### src/rtl/scfifo_legacy_prefetch.sv
// scfifo_legacy_prefetch: turns a normal-mode FIFO read port into a valid/ready stream
// using a credit-limited prefetch buffer that has no combinational path from out_ready to fifo_rdreq.
module scfifo_legacy_prefetch #(
  parameter int WIDTH = 20,
  parameter int READ_LATENCY = 2,
  localparam int BUF_DEPTH = READ_LATENCY + 2,
  localparam int CW = $clog2(BUF_DEPTH + 1)
) (
  input  logic             clock,
  input  logic             aclr,
  input  logic             sclr,
  input  logic [WIDTH-1:0] fifo_q,
  input  logic             fifo_empty,
  output logic             fifo_rdreq,
  output logic [WIDTH-1:0] out_data,
  output logic             out_valid,
  input  logic             out_ready,
  output logic [CW-1:0]    out_count
);
  localparam int PW = $clog2(BUF_DEPTH);
  logic [READ_LATENCY-1:0] r_vld;
  logic [PW-1:0] r_wr, r_rd;
  logic [CW-1:0] r_cnt;
  logic [WIDTH-1:0] r_mem [BUF_DEPTH];
  logic [CW-1:0] w_inflight;
  logic w_cap, w_pop;
  function automatic logic [PW-1:0] nxt(input logic [PW-1:0] p);
    return p == PW'(BUF_DEPTH - 1) ? '0 : p + PW'(1);
  endfunction
  always_comb begin
    w_inflight = '0;
    for (int i = 0; i < READ_LATENCY; i++) w_inflight = w_inflight + CW'(r_vld[i]);
  end
  assign w_cap = r_vld[READ_LATENCY-1];
  assign out_valid = r_cnt != '0;
  assign w_pop = out_valid && out_ready;
  assign out_count = r_cnt;
  assign out_data = r_mem[r_rd];
  // credit counts every word already requested, so a capture always has a free slot
  assign fifo_rdreq = !aclr && !sclr && !fifo_empty &&
                      ({1'b0, w_inflight} + {1'b0, r_cnt} < (CW+1)'(BUF_DEPTH));
  always_ff @(posedge clock or posedge aclr) begin
    if (aclr) begin
      r_vld <= '0;
      r_wr <= '0;
      r_rd <= '0;
      r_cnt <= '0;
    end else if (sclr) begin
      r_vld <= '0;
      r_wr <= '0;
      r_rd <= '0;
      r_cnt <= '0;
    end else begin
      r_vld <= READ_LATENCY'({r_vld, fifo_rdreq});
      r_wr <= w_cap ? nxt(r_wr) : r_wr;
      r_rd <= w_pop ? nxt(r_rd) : r_rd;
      r_cnt <= r_cnt + CW'(w_cap) - CW'(w_pop);
    end
  end
  always_ff @(posedge clock)
    if (w_cap && !sclr) r_mem[r_wr] <= fifo_q;
endmodule

### config.mk
export PLATFORM = sky130hd
export DESIGN_NAME = scfifo_legacy_prefetch
export DESIGN_NICKNAME = d
export VERILOG_FILES = /design/src/rtl/scfifo_legacy_prefetch.sv
export SDC_FILE = /design/constraint.sdc
export NUM_CORES = 1
export LEC_CHECK = 0
export BUFFER_PORTS_ARGS = -buffer_cell sky130_fd_sc_hd__buf_2
export CAP_MARGIN = 20
export CORE_UTILIZATION = 55
export CTS_BUF_LIST = sky130_fd_sc_hd__clkbuf_4 sky130_fd_sc_hd__clkbuf_8 sky130_fd_sc_hd__clkbuf_16
export DETAILED_ROUTE_END_ITERATION = 6
export GPL_TIMING_DRIVEN = 1
export PLACE_DENSITY_LB_ADDON = 0.08
export SLEW_MARGIN = 5
export SYNTH_ARGS = -nofsm -noshare
export SYNTH_HDL_FRONTEND = slang
export SYNTH_SLANG_ARGS = --single-unit
### constraint.sdc
create_clock -name clock -period 2.3 [get_ports clock]
set_input_delay 0.23 -clock clock [delete_from_list [all_inputs] [get_ports clock]]
set_output_delay 0.23 -clock clock [all_outputs]
set_load 0.01 [all_outputs]
==> results of run 1 <==
==> metal layers <==
metal / track usage [%] / share of wire, %
met5: 0 / 0
met1: 22.7 / 41
met2: 31.6 / 53
met3: 5.51 / 4.3
met4: 8.93 / 1.9
==> cells by family after synthesis <==
kind of cell    Yosys count  share of synthesized area (%)
flops                    89                           76.1
mux                      22                           13.6
buf+inv                  12                           1.52
xor+xnor                  1                          0.254
fa+ha+maj                10                           3.84
compound gates            7                           1.74
simple gates             19                           2.97
==> worst reg2reg max path, delay by kind of cell (launching register included) <==
| family | cells | cell delay, ps |
|---|---|---|
| AO/OA/AOI/OAI | 1 | 310 |
| XOR/XNOR | 1 | 140 |
| adder cells (fa/ha/maj) | 3 | 790 |
| buffers and inverters | 3 | 180 |
| flip-flops | 1 | 470 |
| AND/OR/NAND/NOR | 1 | 60 |
==> cell usage in the layout (no fill, tap or decap), types with 3 or more instances in the layout <==
cell type,instances
a21oi_1,3
and2_1,4
inv_1,7
clkbuf_8,9
edfxtp_1,80
mux4_2,20
nor2_1,7
ha_1,9
dfrtp_1,8
buf_4,9
buf_2,49
==> how the worst min path moves through the flow <==
stage	from	end	cells past startpoint
after floorplan	aclr	out_count[0]$_DFF_PP0_	1
after global routing	fifo_q[16]	r_mem[2][16]$_DFFE_PP_	1
after detailed placement	aclr	out_count[1]$_DFF_PP0_	2
after CTS	fifo_empty	r_vld[0]$_DFF_PP0_	2
after global placement	aclr	r_vld[0]$_DFF_PP0_	2
final	fifo_empty	r_vld[0]$_DFF_PP0_	2
==> state kept, by name, summed over array words and instances (netlist names) <==
name       count
out_count      3
r_mem         80
r_rd           2
r_vld          2
r_wr           2
==> metrics by stage <==
stage	area (um2)	power, W
after floorplan	3450	0.00233
after global placement	3830	0.00254
after detailed placement	3830	0.00258
after CTS	4060	0.00373
after global routing	4080	0.00388
final	4080	0.00369
==> power by group through the flow <==
stage	logic (W)	clock network (W)	registers [W]
final	0.000706	0.00113	0.00185
after global routing	0.000787	0.00124	0.00186
after CTS	0.000715	0.00117	0.00184
after detailed placement	0.000693	0	0.00189
after global placement	0.000665	0	0.00188
after floorplan	0.000451	0	0.00188
==> repair_timing <==
| item | in CTS | in global routing |
|---|---|---|
| endpoints found under the setup margin | 1 | 2 |
| pin swaps | 0 | 1 |
| hold buffers | 1 | 0 |
| setup buffers | 1 | 0 |
| endpoints found under the hold margin | 9 | 0 |
| gates resized for setup | 0 | 3 |
==> layout make-up <==
type,instances,area (um2),area share (%)
Inverter,7,26.3,0.644
Tap cell,75,93.8,2.30
Timing Repair Buffer,59,323,7.91
Sequential cell,89,2630,64.4
Clock inverter,7,92.6,2.27
Multi-Input combinational cell,59,792,19.4
Clock buffer,9,124,3.04
==> flow_summary.json, run 1 <==
{
  "status": "finished, final reports clean",
  "p_sw_w": 0.000907,
  "routed_wl_mm": 5.44,
  "hold_viol_final": 0,
  "power_density_mw_per_mm2": 904,
  "diodes": 0,
  "die_h_um": 81.3,
  "fillers": 401,
  "vias": 1667,
  "grt-ovfl-total": 0,
  "antenna_found_initial": 0,
  "area_growth_pct": 18.1,
  "start_kind": "flip-flop",
  "nets": 260,
  "dp.cells": 287,
  "rows": 28,
  "syn_inst": 160,
  "r2r_slack_ps": 220,
  "dr.pass1.iters": 4,
  "insertion_delay_ps": 340,
  "vias_per_cell": 5.47,
  "numCtsBuffers": 9,
  "finalSetupViolCount": 0,
  "fin_crit_ps": 2200,
  "core_mm2": 0.00599,
  "rr_worst_depth": 9,
  "gr-usage-all-layers_pct": 18.9,
  "wl_per_cell_um": 17.8,
  "critPathRequiredTime_ps": 2070,
  "p_sw_share_pct": 24.6,
  "path_buf_inv": 1,
  "post-route-period-util_pct": 95.7,
  "critPathMaxFanout": 7,
  "htree_levels": 3,
  "io_pins": 50,
  "initialDrtViolationCount": 85,
  "gp_congestion": 0.719,
  "synth_area_per_cell_um2": 21.6,
  "ant_nets": 0,
  "synth_top_area_cell": "edfxtp_1",
  "dp_slack_ps": 135,
  "tightest_slew_ps": 397,
  "endpoint_kind": "output pin",
  "fin_skew_ps": 4.06,
  "clk_pin_slew_ps": 80,
  "critPathArrivalTime_ps": 1970,
  "intPower_w": 0.00278,
  "portBuffers": 49,
  "synth_most_common_cell": "edfxtp_1",
  "ys_top_cells_by_count": "edfxtp_1 (80), mux4_2 (20), dfrtp_1 (9), ha_1 (9)",
  "synth_cell_types": 22,
  "cts_buffer_depth": 2,
  "clkPwrFrac_pct": 30.7,
  "synth_nets": 195,
  "final_util_pct": 68.1,
  "yosysWarningCount": 0,
  "synth_area_leaders": "edfxtp_1 (70%), mux4_2 (13%), dfrtp_1 (6.5%), ha_1 (3.3%), a2111oi_2 (0.87%)",
  "r2r_end": "out_count[2]$_DFF_PP0_",
  "startpoint": "out_count[1]$_DFF_PP0_",
  "maxSlewViolCount": 0,
  "sequentialPowerShare_pct": 50.1,
  "start_util_pct": 57.7,
  "die-area_mm2": 0.00660,
  "seq_area_frac_synth_pct": 76.1,
  "stdcell_count": 305,
  "root_buffer": "clkbuf_8",
  "synthesis.area_mm2": 0.00345,
  "worstSetupPathType": "reg2out",
  "max-vdd-ir-drop_mv": 0.608,
  "die_w_um": 81.3,
  "drc_errors": 0,
  "first_global_vias": 1717,
  "cts_tree": "yes",
  "timing.rr.start": "out_count[1]$_DFF_PP0_",
  "cts.sinks": 89,
  "synth-seq-cells": 89,
  "async_flop_share_pct": 10.1,
  "crit_chain": "ha_1 -> or3_4 -> a2111oi_4 -> buf_2",
  "dpl.hpwl_mm": 3.39,
  "crit_slowest_cell": "dfrtp_2",
  "leakagePower_nw": 1.47,
  "cp_top_family": "flip-flops",
  "max_stage_delay_ps": 470,
  "synth_top_area_share_pct": 69.5,
  "fin_ws_ps": 97.8,
  "maxCapViolations": 0,
  "grt_first_pass_wirelength_mm": 8.50,
  "p_comb_share_pct": 19.1,
  "critPathCapture": "fifo_rdreq",
  "synth-main-ff-cell": "edfxtp_1",
  "maxSlewHeadroom_pct": 73.5,
  "rsz0062_at_grt": "no",
  "hold_path_class": "in2reg",
  "timing.fmax_mhz": 454,
  "grt_max_degree": 21,
  "drive_gt1_share_pct": 42.2,
  "crit_cells": 4,
  "synth_edf_count": 80,
  "tns_ps": 0,
  "fin_hold_ws_ps": 80.4
}
No activity file was read; power rests on OpenSTA's default activity.
==> run 2, diff against run 1 <==
==> constraint.sdc (replaced) <==
create_clock -name clock -period 2.3 [get_ports clock]
set_input_delay 0.345 -clock clock [delete_from_list [all_inputs] [get_ports clock]]
set_output_delay 0.345 -clock clock [all_outputs]
set_load 0.01 [all_outputs]
==> flow_summary.json, run 2 (synthesized netlist as in run 1, its figures left out) <==
{
  "status": "finished, final reports clean",
  "largest_reg_flops": 80,
  "p_sw_share_pct": 24.8,
  "endpoint_kind": "output pin",
  "clk_pin_slew_ps": 80,
  "start_kind": "flip-flop",
  "dpl.hpwl_mm": 3.40,
  "tns_ps": 0,
  "power_density_mw_per_mm2": 879,
  "crit_chain": "ha_4 -> a21oi_2 -> or3_4 -> a2111oi_4 -> buf_2",
  "die_h_um": 81.3,
  "rsz0062_at_grt": "yes",
  "area_growth_pct": 18.7,
  "nets": 262,
  "drc_errors": 0,
  "finalSetupViolCount": 0,
  "rr_worst_depth": 10,
  "htree_levels": 3,
  "ant_nets": 0,
  "critPathRequiredTime_ps": 1960,
  "leakagePower_nw": 1.47,
  "path_buf_inv": 1,
  "hold_viol_final": 0,
  "die-area_mm2": 0.00660,
  "critPathArrivalTime_ps": 1900,
  "hold_end": "r_vld[0]$_DFF_PP0_",
  "max-vdd-ir-drop_mv": 0.495,
  "gp_congestion": 0.724,
  "hold_path_class": "in2reg",
  "grt_first_pass_wirelength_mm": 8.28,
  "cts_tree": "yes",
  "stdcell_count": 307,
  "maxSlewViolCount": 0,
  "fin_skew_ps": 6.65,
  "timing.fmax_mhz": 446,
  "final_common_cell": "edfxtp_1",
  "cts_buffer_depth": 2,
  "cts.sinks": 89,
  "antenna_found_initial": 0,
  "numCtsBuffers": 9,
  "start_util_pct": 57.7,
  "timing.rr.start": "out_count[1]$_DFF_PP0_",
  "r2r_slack_ps": 190,
  "largest-register": "r_mem",
  "insertion_delay_ps": 350,
  "wl_per_cell_um": 17.5,
  "vias": 1679,
  "max_stage_delay_ps": 420,
  "p_comb_share_pct": 20.3,
  "intPower_w": 0.00271,
  "clkPwrFrac_pct": 28.6,
  "crit_cells": 5,
  "fillers": 391,
  "grt-ovfl-total": 0,
  "dp.cells": 287,
  "p_sw_w": 0.000896,
  "r2r_end": "out_count[2]$_DFF_PP0_",
  "maxCapViolations": 0,
  "gr-usage-all-layers_pct": 18.5,
  "initialDrtViolationCount": 87,
  "first_global_vias": 1705,
  "grt_max_degree": 21,
  "cp_top_family": "flip-flops",
  "maxSlewHeadroom_pct": 68.4,
  "sequentialPowerShare_pct": 51.0,
  "portBuffers": 49,
  "die_w_um": 81.3,
  "root_buffer": "clkbuf_8",
  "core_mm2": 0.00599,
  "crit_slowest_cell": "dfrtp_1",
  "tightest_slew_ps": 474,
  "drive_gt1_share_pct": 44.0,
  "critPathMaxFanout": 2,
  "post-route-period-util_pct": 97.6,
  "power.total_w": 0.00361,
  "fin_crit_ps": 2240,
  "worstHoldStart": "fifo_empty",
  "min_delay_path_depth": 2,
  "diodes": 0,
  "vias_per_cell": 5.47,
  "worstSetupPathType": "reg2out",
  "routed_wl_mm": 5.37,
  "io_pins": 50,
  "rows": 28,
  "final_cell_mix": "edfxtp_1 (80), buf_2 (49), mux4_2 (20)",
  "dr.pass1.iters": 4
}
run 2: changes by cell type in the layout (fill, tap and decap cells not counted), sizes merged:
cell	before	now
bufinv	2	1
inv	9	8
buf	58	60
clkbuf	9	11
run 2: worst max-delay path by stage:
stage,start,end,slack [ps]
floorplan,out_count[1]$_DFF_PP0_,out_count[2]$_DFF_PP0_,170
global placement,out_count[0]$_DFF_PP0_,fifo_rdreq,310
detailed placement,out_count[1]$_DFF_PP0_,out_count[2]$_DFF_PP0_,210
CTS,out_count[0]$_DFF_PP0_,fifo_rdreq,30
global route,out_count[0]$_DFF_PP0_,fifo_rdreq,-30
finish,out_count[0]$_DFF_PP0_,fifo_rdreq,60
run 2: power groups by stage:
stage	Sequential (W)	Combinational, W	Clock [W]
floorplan	0.00188	0.000451	0
global route	0.00185	0.000819	0.00112
finish	0.00184	0.000734	0.00103
global placement	0.00188	0.000673	0
CTS	0.00184	0.000743	0.00107
detailed placement	0.00189	0.000696	0
run 2: final cells by class:
type | count | area, um2 | share of cell area, %
inverter | 7 | 26.3 | 0.641
tap | 75 | 93.8 | 2.29
clock buffer | 11 | 139 | 3.39
multi-input combinational | 59 | 808 | 19.7
timing repair buffer | 61 | 350 | 8.54
sequential | 89 | 2630 | 64.1
clock inverter | 5 | 55.1 | 1.34
run 2: metal layers:
| metal | vias up | part of all wire (%) | GRT usage [%] |
|---|---|---|---|
| li1 | 775 | - | - |
| met1 | 849 | 40 | 21.1 |
| met2 | 45 | 54 | 32.0 |
| met3 | 10 | 4.5 | 5.28 |
| met4 | 0 | 2.1 | 9.11 |
| met5 | - | 0 | 0 |
run 2: repair_timing:
item                                    CTS  global route
resized for setup                         3             2
pin swaps                                 3             0
hold buffers                              1             0
endpoints found under the setup margin    1             2
hold endpoints to repair                  9             0
buffers inserted                          3             0
run 2: per-stage QoR:
stage	instance area (um2)	hold slack [ps]	utilization, %	worst slack, ps
after floorplan	3450	173	-	166
after global placement	3840	347	64.1	315
after detailed placement	3840	365	64.1	214
after CTS	4080	181	68.2	34.8
after global routing	4100	187	68.5	-30.5
final	4100	198	68.5	56.3
==> run 3, diff against run 2 <==
- CELL_PAD_IN_SITES_DETAIL_PLACEMENT: unset -> 0
- CELL_PAD_IN_SITES_GLOBAL_PLACEMENT: unset -> 1
- CORE_UTILIZATION: 55 -> 49
==> flow_summary.json, run 3 (synthesized netlist as in run 1, its figures left out) <==
{
  "cts_tree": "yes",
  "power.total_w": 0.00363,
  "hold_viol_final": 0,
  "dp.cells": 311,
  "root_buffer": "clkbuf_8",
  "dpl.hpwl_mm": 3.62,
  "start_kind": "flip-flop",
  "cts.sinks": 89,
  "area_growth_pct": 20.5,
  "stdcell_count": 332,
  "endpoint_kind": "output pin",
  "tightest_slew_ps": 375,
  "rsz0062_at_grt": "yes",
  "numCtsBuffers": 9,
  "first_global_vias": 1750,
  "maxSlewViolCount": 0,
  "fin_skew_ps": 9.43,
  "largest-register": "r_mem",
  "leakagePower_nw": 1.50,
  "wl_per_cell_um": 17.1,
  "gp_congestion": 0.756,
  "largest_reg_flops": 80,
  "initialDrtViolationCount": 72,
  "grt_max_degree": 24,
  "cts_buffer_depth": 2,
  "grt_use_met3_pct": 3.95,
  "grt-busiest-layer": "met2",
  "die_w_um": 86.0,
  "dr.pass1.iters": 4,
  "hold_path_class": "in2reg",
  "gr-usage-all-layers_pct": 17.1,
  "portBuffers": 49,
  "start_util_pct": 50.8,
  "max_stage_delay_ps": 420,
  "clk_pin_slew_ps": 80,
  "dp_slack_ps": 204,
  "final_common_cell": "edfxtp_1",
  "final_cell_mix": "edfxtp_1 (80), buf_2 (49), mux4_2 (20)",
  "vias": 1692,
  "routed_wl_mm": 5.69,
  "die-area_mm2": 0.00739,
  "core_mm2": 0.00679,
  "max-vdd-ir-drop_mv": 0.494,
  "grt_first_pass_wirelength_mm": 8.90,
  "timing.fmax_mhz": 443,
  "io_pins": 50,
  "worstSetupPathType": "reg2out",
  "met2_usage_pct": 28.7,
  "critPathMaxFanout": 2,
  "grt_use_met1_pct": 20.5,
  "htree_levels": 3,
  "antenna_found_initial": 0,
  "vias_per_cell": 5.10,
  "die_h_um": 86.0,
  "diodes": 0,
  "grt-ovfl-total": 0,
  "critPathArrivalTime_ps": 1910,
  "tns_ps": 0,
  "insertion_delay_ps": 350,
  "maxCapViolations": 0,
  "ant_nets": 0,
  "power_density_mw_per_mm2": 873,
  "nets": 266,
  "fin_ws_ps": 41.7,
  "critPathRequiredTime_ps": 1960,
  "fin_crit_ps": 2260,
  "drc_errors": 0,
  "crit_slowest_cell": "dfrtp_1",
  "rows": 30,
  "drive_gt1_share_pct": 45.3,
  "crit_chain": "ha_4 -> a21oi_2 -> or3_4 -> a2111oi_4 -> buf_2",
  "status": "finished, final reports clean",
  "finalSetupViolCount": 0,
  "maxSlewHeadroom_pct": 75.0,
  "post-route-period-util_pct": 98.2,
  "fin_hold_ws_ps": 192
}
-- run 3: cell types whose count changed in the layout (fill, tap and decap cells not counted) --
cell      before  now
buf_4         10   14
o21bai_1       1    0
o21bai_2       0    1
-- run 3: timing repair --
action	CTS	global route
hold endpoints to repair	6	0
gates resized for setup	3	3
setup buffers	3	1
endpoints found under the setup margin	1	1
hold buffers	1	0
pin swaps	3	0
-- run 3: metrics by stage --
step | cell area (um2) | util, %
after global routing | 4160 | 61.3
after global placement | 3890 | 57.2
after floorplan | 3450 | -
after CTS | 4130 | 60.8
after detailed placement | 3890 | 57.2
final | 4160 | 61.3
-- run 3: final cells by class --
class / instances / area [um2]
clock inverters: 5 / 55.1
fillers: 502 / 2630
clock buffers: 11 / 139
flip-flops and latches: 89 / 2630
multi-input cells: 59 / 812
repair buffers: 65 / 380
well taps: 96 / 120
inverters: 7 / 26.3
-- run 3: critical path: cells and delay by family (launching register included) --
kind / cells / cell delay, ps
buffers and inverters: 1 / 180
flip-flops: 1 / 420
AO/OA/AOI/OAI: 2 / 340
adder cells (fa/ha/maj): 1 / 280
AND/OR/NAND/NOR: 1 / 350
-- run 3: worst paths after layout --
kind                                        start                      to  slack [ps]  depth (start not counted)
min in group asynchronous                    aclr  out_count[2]$_DFF_PP0_         570                          3
max in group asynchronous                    aclr  out_count[1]$_DFF_PP0_        1430                          3
min                                    fifo_empty      r_vld[0]$_DFF_PP0_         190                          2
max                            r_vld[0]$_DFF_PP0_              fifo_rdreq          40                          5
max reg2reg                out_count[0]$_DFF_PP0_  out_count[2]$_DFF_PP0_         100                         11
min reg2reg                    r_vld[0]$_DFF_PP0_      r_vld[1]$_DFF_PP0_         610                          1
-- run 3: power by group --
group	internal (W)	switching, W	leakage (nW)
Clock	0.000525	0.000515	0.0982
Sequential	0.00180	0.0000324	0.840
Combinational	0.000400	0.000361	0.562
Total	0.00272	0.000909	1.50
-- run 3: layer usage --
metal	routed length [um]	up-vias
met4	121	0
met1	2280	852
li1	-	785
met5	0	-
met3	243	10
met2	3050	45
